## src/rtl/pipe_ctrl_pkg.sv

```systemverilog
// pipe_ctrl_pkg: shared stop-vector constants, FSM encoding and default vectors
package pipe_ctrl_pkg;
  localparam int STOP_PC  = 0;
  localparam int STOP_IF  = 1;
  localparam int STOP_ID  = 2;
  localparam int STOP_EX  = 3;
  localparam int STOP_MEM = 4;
  localparam int STOP_WB  = 5;
  localparam logic [5:0] STOP_NONE      = 6'b000000;
  localparam logic [5:0] STOP_LOAD_USE  = 6'b000111;
  localparam logic [5:0] STOP_EX_BUSY   = 6'b001111;
  localparam logic [5:0] STOP_MEM_WAIT  = 6'b011111;
  localparam logic [5:0] STOP_ALL       = 6'b111111;
  localparam logic [31:0] BUS_ERR_VECTOR_DEF = 32'h0000_0040;
  typedef enum logic [1:0] {
    CTRL_RUN   = 2'd0,
    CTRL_FLUSH = 2'd1
  } ctrl_state_e;
endpackage

```

## src/rtl/pipe_ctrl_if.sv

```systemverilog
// pipe_ctrl_if: stall requests, exception inputs and control outputs of the pipeline controller
interface pipe_ctrl_if;
  logic        stallreq_id;
  logic        stallreq_ex;
  logic        stallreq_mem;
  logic        excp_valid;
  logic [31:0] excp_vector;
  logic        stat_clr;
  logic [5:0]  stop;
  logic        flush;
  logic [31:0] new_pc;
  logic        bus_abort;
  logic [31:0] stall_cycles;
  modport master (
    output stallreq_id, stallreq_ex, stallreq_mem, excp_valid, excp_vector, stat_clr,
    input  stop, flush, new_pc, bus_abort, stall_cycles
  );
  modport slave (
    input  stallreq_id, stallreq_ex, stallreq_mem, excp_valid, excp_vector, stat_clr,
    output stop, flush, new_pc, bus_abort, stall_cycles
  );
endinterface

```

## src/rtl/pipe_ctrl_bus_watchdog.sv

```systemverilog
// bus_watchdog: counts consecutive memory-stall cycles and fires on the limit
module bus_watchdog #(
  parameter int unsigned TIMEOUT_CYC = 255
) (
  input  logic clk,
  input  logic rst,
  input  logic en,
  input  logic stallreq_mem,
  output logic fire
);
  logic [15:0] wd_cnt_q, wd_cnt_d;
  // fire on the TIMEOUT_CYC-th stall cycle; any gap or disable restarts the count
  always_comb begin
    fire = en && stallreq_mem && wd_cnt_q == 16'(TIMEOUT_CYC - 1);
    wd_cnt_d = (en && stallreq_mem) ? wd_cnt_q + 16'd1 : 16'd0;
  end
  // counter register
  always_ff @(posedge clk) begin
    if (rst) wd_cnt_q <= '0;
    else wd_cnt_q <= wd_cnt_d;
  end
endmodule

```

## src/rtl/pipe_ctrl.sv

```systemverilog
// pipe_ctrl: merges stage stalls, sequences exception/timeout flushes, counts stall cycles
module pipe_ctrl
  import pipe_ctrl_pkg::*;
#(
  parameter int unsigned TIMEOUT_CYC    = 255,
  parameter logic [31:0] BUS_ERR_VECTOR = BUS_ERR_VECTOR_DEF
) (
  input logic        clk,
  input logic        rst,
  pipe_ctrl_if.slave bus
);
  ctrl_state_e state_q, state_d;
  logic [31:0] new_pc_q, new_pc_d;
  logic [31:0] stall_cycles_q, stall_cycles_d;
  logic        run, fire, accept;
  assign run = state_q == CTRL_RUN;
  bus_watchdog #(.TIMEOUT_CYC(TIMEOUT_CYC)) u_wd (
    .clk          (clk),
    .rst          (rst),
    .en           (run),
    .stallreq_mem (bus.stallreq_mem),
    .fire         (fire)
  );
  // stall vector, flush sequencing, redirect target and saturating stall counter
  always_comb begin
    accept = run && bus.excp_valid && !bus.stallreq_mem;
    bus.stop = (rst || !run)          ? STOP_NONE :
               (fire || accept)       ? STOP_ALL :
               bus.stallreq_mem       ? STOP_MEM_WAIT :
               bus.stallreq_ex        ? STOP_EX_BUSY :
               bus.stallreq_id        ? STOP_LOAD_USE : STOP_NONE;
    bus.bus_abort = fire && !rst;
    state_d = (fire || accept) ? CTRL_FLUSH : CTRL_RUN;
    new_pc_d = fire ? BUS_ERR_VECTOR : accept ? bus.excp_vector : new_pc_q;
    stall_cycles_d = bus.stat_clr ? 32'd0 :
                     (bus.stop[STOP_PC] && stall_cycles_q != 32'hFFFF_FFFF) ? stall_cycles_q + 32'd1 :
                     stall_cycles_q;
  end
  // state, redirect and statistics registers
  always_ff @(posedge clk) begin
    if (rst) begin
      state_q        <= CTRL_RUN;
      new_pc_q       <= '0;
      stall_cycles_q <= '0;
    end else begin
      state_q        <= state_d;
      new_pc_q       <= new_pc_d;
      stall_cycles_q <= stall_cycles_d;
    end
  end
  assign bus.flush        = state_q == CTRL_FLUSH;
  assign bus.new_pc       = new_pc_q;
  assign bus.stall_cycles = stall_cycles_q;
endmodule

```

## src/flat_wrapper.sv

```systemverilog
// flat-port wrapper written by rule: the top's interface ports become plain ports
module pipe_ctrl_flat import pipe_ctrl_pkg::*;
#(
  parameter int unsigned TIMEOUT_CYC    = 255,
  parameter logic [31:0] BUS_ERR_VECTOR = BUS_ERR_VECTOR_DEF
)
  (clk, rst, bus_stallreq_id, bus_stallreq_ex, bus_stallreq_mem, bus_excp_valid, bus_excp_vector, bus_stat_clr, bus_stop, bus_flush, bus_new_pc, bus_bus_abort, bus_stall_cycles);
  pipe_ctrl_if bus_i ();
  input logic clk;
  input logic rst;
  input wire logic [$bits(bus_i.stallreq_id)-1:0] bus_stallreq_id;
  input wire logic [$bits(bus_i.stallreq_ex)-1:0] bus_stallreq_ex;
  input wire logic [$bits(bus_i.stallreq_mem)-1:0] bus_stallreq_mem;
  input wire logic [$bits(bus_i.excp_valid)-1:0] bus_excp_valid;
  input wire logic [$bits(bus_i.excp_vector)-1:0] bus_excp_vector;
  input wire logic [$bits(bus_i.stat_clr)-1:0] bus_stat_clr;
  output wire logic [$bits(bus_i.stop)-1:0] bus_stop;
  output wire logic [$bits(bus_i.flush)-1:0] bus_flush;
  output wire logic [$bits(bus_i.new_pc)-1:0] bus_new_pc;
  output wire logic [$bits(bus_i.bus_abort)-1:0] bus_bus_abort;
  output wire logic [$bits(bus_i.stall_cycles)-1:0] bus_stall_cycles;
  assign bus_i.stallreq_id = bus_stallreq_id;
  assign bus_i.stallreq_ex = bus_stallreq_ex;
  assign bus_i.stallreq_mem = bus_stallreq_mem;
  assign bus_i.excp_valid = bus_excp_valid;
  assign bus_i.excp_vector = bus_excp_vector;
  assign bus_i.stat_clr = bus_stat_clr;
  assign bus_stop = bus_i.stop;
  assign bus_flush = bus_i.flush;
  assign bus_new_pc = bus_i.new_pc;
  assign bus_bus_abort = bus_i.bus_abort;
  assign bus_stall_cycles = bus_i.stall_cycles;
  pipe_ctrl #(.TIMEOUT_CYC(TIMEOUT_CYC), .BUS_ERR_VECTOR(BUS_ERR_VECTOR)) u_core (.clk(clk), .rst(rst), .bus(bus_i));
endmodule
```

## config.mk

```make
export PLATFORM = sky130hd
export DESIGN_NAME = pipe_ctrl_flat
export DESIGN_NICKNAME = d
export VERILOG_FILES = /design/src/rtl/pipe_ctrl_pkg.sv /design/src/rtl/pipe_ctrl_if.sv /design/src/rtl/pipe_ctrl_bus_watchdog.sv /design/src/rtl/pipe_ctrl.sv /design/src/flat_wrapper.sv
export SDC_FILE = /design/constraint.sdc
export NUM_CORES = 1
export LEC_CHECK = 0
export CORE_MARGIN = 1
export CORE_UTILIZATION = 46
export DETAILED_ROUTE_END_ITERATION = 12
export HOLD_SLACK_MARGIN = 0.15
export PLACE_DENSITY = 0.79
export SLEW_MARGIN = 10
export SYNTH_ARGS = -nofsm -noshare
export SYNTH_HDL_FRONTEND = slang
export SYNTH_SLANG_ARGS = --single-unit
```

## constraint.sdc

```tcl
create_clock -name clk -period 3.29 [get_ports clk]
set_input_delay 0.987 -clock clk [delete_from_list [all_inputs] [get_ports clk]]
set_output_delay 0.987 -clock clk [all_outputs]
set_load 0.05 [all_outputs]
```

==> flow_summary.yaml <==
clock_tree:
  cts_max_path_buffers: 2
  htree_levels: 3
  cts_made_buffers: 9
  clkTransAtPathRegs_ns: 0.08
  cts_sinks: 81
  cts-root-buf: "clkbuf_8"
  cts_hold_buf: 0
  cts_tree: "yes"
  clk_latency_ns: 0.36
placed_design:
  io_buffers: 110
  place_area_um2: 4949
  dp_cells: 640
  dp_hpwl_um: 6928
  routabilityCongestion: 0.8637
route:
  dr.pass1.iters: 4
  routedWlPerCell_um: 14.39
  drtAntennaViolNets: 0
  drt-total-wl_um: 9442
  vias: 3584
  drc: 0
  initialDrtViolationCount: 179
  vias_per_cell: 5.463
global_route:
  grt_first_pass_wirelength_um: 15600
  gr-total-overflow: 0
  grt_start_max_net_pins: 35
  grt_use_total: 0.2342
  grt_pass1_vias: 3304
  antenna_found_initial: 0
power_and_ir_drop:
  fin_total_pwr_uw: 2131
  comb_power_share: 0.138
  swShare: 0.2675
  p_leak_uw: 0.001814
  seq_power_share: 0.475
  peakVddDrop_v: 0.0003398
  power_density_nw_per_um2: 411.2
  intPower_uw: 1561
  power.net_switching_uw: 570.0
  clkPwrFrac: 0.387
synthesis:
  ys_ff_latch: 81
  syn_avg_cell_area_um2: 8.327
  synth-async-reset-ratio: 0
  ys.flop_type: "dfxtp_1"
  syn-num-nets: 474
  ys_warn_count: 0
  yosys-top-cells-area: "dfxtp_1 45%, nand2_1 9.2%, a21oi_1 7.8%"
  synth_common_cells: "88 x nand2_1, 81 x dfxtp_1, 56 x a21oi_1, 36 x nor2_1, 17 x nand3_1"
  synth_most_common_cell: "nand2_1"
  synthCells: 432
  ys_types: 50
  yosys.area.top_type: "dfxtp_1"
  synth_top_area_frac: 0.4508
  syn_area_um2: 3597
  synth_edf_count: 0
  yosysSeqAreaShare: 0.4508
worst_setup_path:
  required_ns: 2.30
  path_cells: "dlygate4sd2_1 -> or3b_4 -> a211o_4 -> inv_6 -> buf_12"
  path_delay_family: "buffers and inverters"
  cpPeakStageDelay_ns: 0.39
  critPathLaunchType: "input pin"
  endpoint_kind: "output pin"
  path_buf_inv: 3
  critPathArrivalTime_ns: 2.26
  crit_path_top_delay_cell: "or3b_4"
  cp_max_fo: 4
  critical_path_class: "input pin to output pin"
floorplanning:
  chipHeight_um: 90.43
  core_um2: 7408
  io_pins: 111
  core.rowCount: 31
  die_x_um: 90.43
  die-area_um2: 8178
  start_util: 0.4856
outcome:
  status: "completed"
sta:
  period_needed_ns: 3.245
  hold_violations: 0
  period_share: 0.9862
  slew_viol_final: 0
  tightestPinTransition_ns: 0.6428
  max-slew-margin-rel: 0.5683
  timing.hold.ws_ns: 0.4554
  fmax_ghz: 0.3082
  grt_setup_unrepaired: "no"
  finalClockSkew_ns: 0.009695
  setup_viol: 0
cells_and_area:
  drive_gt1_frac: 0.1167
  layout.nets: 594
  final_area_um2: 5182
  final_core_util: 0.6995
  antennaDiodeCount: 0
  finalNonFillerCells: 656
  area_growth_pct: 44.07
worst_hold_path:
  min_path_type: "register to register"
flow_run:
  cap_violations: 0
==> registers in the layout, summed over array words and instances (netlist names) <==
signal / count
u_core.state_q: 1
u_core.bus.new_pc: 32
u_core.u_wd.wd_cnt_q: 16
u_core.bus.stall_cycles: 32
==> placed cells by master, fill, tap and decap left out, drive strengths merged, types with 4 or more instances in the layout <==
master | synthesis | layout
nand2 | 88 | 88
xnor2 | 9 | 9
a21oi | 57 | 57
xor2 | 9 | 9
clkdlybuf4s50 | 0 | 101
buf | 7 | 25
o31ai | 5 | 5
or3 | 16 | 16
nor2 | 36 | 36
inv | 6 | 9
dfxtp | 81 | 81
a31oi | 5 | 5
and3 | 5 | 5
clkbuf | 12 | 9
nand4 | 13 | 13
nand3 | 18 | 18
and4 | 4 | 4
nor4 | 4 | 4
or4 | 6 | 6
a41o | 4 | 4
or2 | 5 | 5
o21ai | 14 | 14
==> per-stage QoR <==
step / setup WS (ns) / setup TNS [ns]
after floorplan: 0.04033 / 0
after global placement: -0.1385 / -0.5612
after detailed placement: -0.1520 / -0.8051
after CTS: 0.04389 / 0
after global routing: 0.03022 / 0
final: 0.04540 / 0
==> worst register-to-register path, stage by stage (launching register included) <==
cell and delay [ns]:
dfxtp_1 0.39, or3b_4 0.44, a211o_4 0.37, buf_4 0.19, a21o_1 0.22, or4_1 0.51
a21oi_1 0.14
==> power groups by stage <==
stage               clock network (uW)  logic [uW]  registers, uW
detailed placement                   0         293           1040
CTS                                838         295           1010
finish                             825         294           1010
floorplan                            0        94.8           1100
global placement                     0         291           1030
global route                       883         312           1020
==> logic make-up (layout without fill, tap and decap cells) <==
logic type / count (synthesis) / after routing / synth area share
multiplexers: 1 / 1 / 0.002783
AND/OR/NAND/NOR: 205 / 205 / 0.2807
buffers and inverters: 25 / 150 / 0.03478
AO/OA/AOI/OAI: 99 / 99 / 0.1767
adder cells (fa/ha/maj): 3 / 3 / 0.01044
flip-flops: 81 / 81 / 0.4508
XOR/XNOR: 18 / 18 / 0.04383
==> what timing repair did <==
| item | 4_1_cts | 5_1_grt |
|---|---|---|
| endpoints found under the setup margin | 6 | 0 |
| gates resized for setup | 4 | 0 |
| setup buffers | 0 | 0 |
==> worst paths after layout <==
path,cells after the start,endpoint,slack [ns],startpoint
worst max-delay path,5,bus_stop[0],0.05,bus_stallreq_mem
worst min-delay path,2,u_core.bus.new_pc[29],0.46,u_core.bus.new_pc[29]
worst max register to register,6,u_core.bus.stall_cycles[30],0.96,u_core.state_q[0]
worst min register to register,2,u_core.bus.new_pc[29],0.46,u_core.bus.new_pc[29]
==> per-layer routing <==
layer,global-route usage,vias up,wire length [um]
met2,0.3925,124,4576
met4,0.08602,0,287
li1,-,1774,-
met1,0.2890,1657,4054
met3,0.06061,29,524
met5,0,-,0
==> cell type report <==
cell class / instances / area (um2)
timing repair buffer: 128 / 1304
fill: 595 / 2226
tap: 99 / 123.9
clock buffer: 9 / 123.9
multi-input combinational: 326 / 1881
sequential: 81 / 1622
clock inverter: 7 / 101.3
inverter: 6 / 27.53
Note: power is estimated with default switching activity, not from simulation.
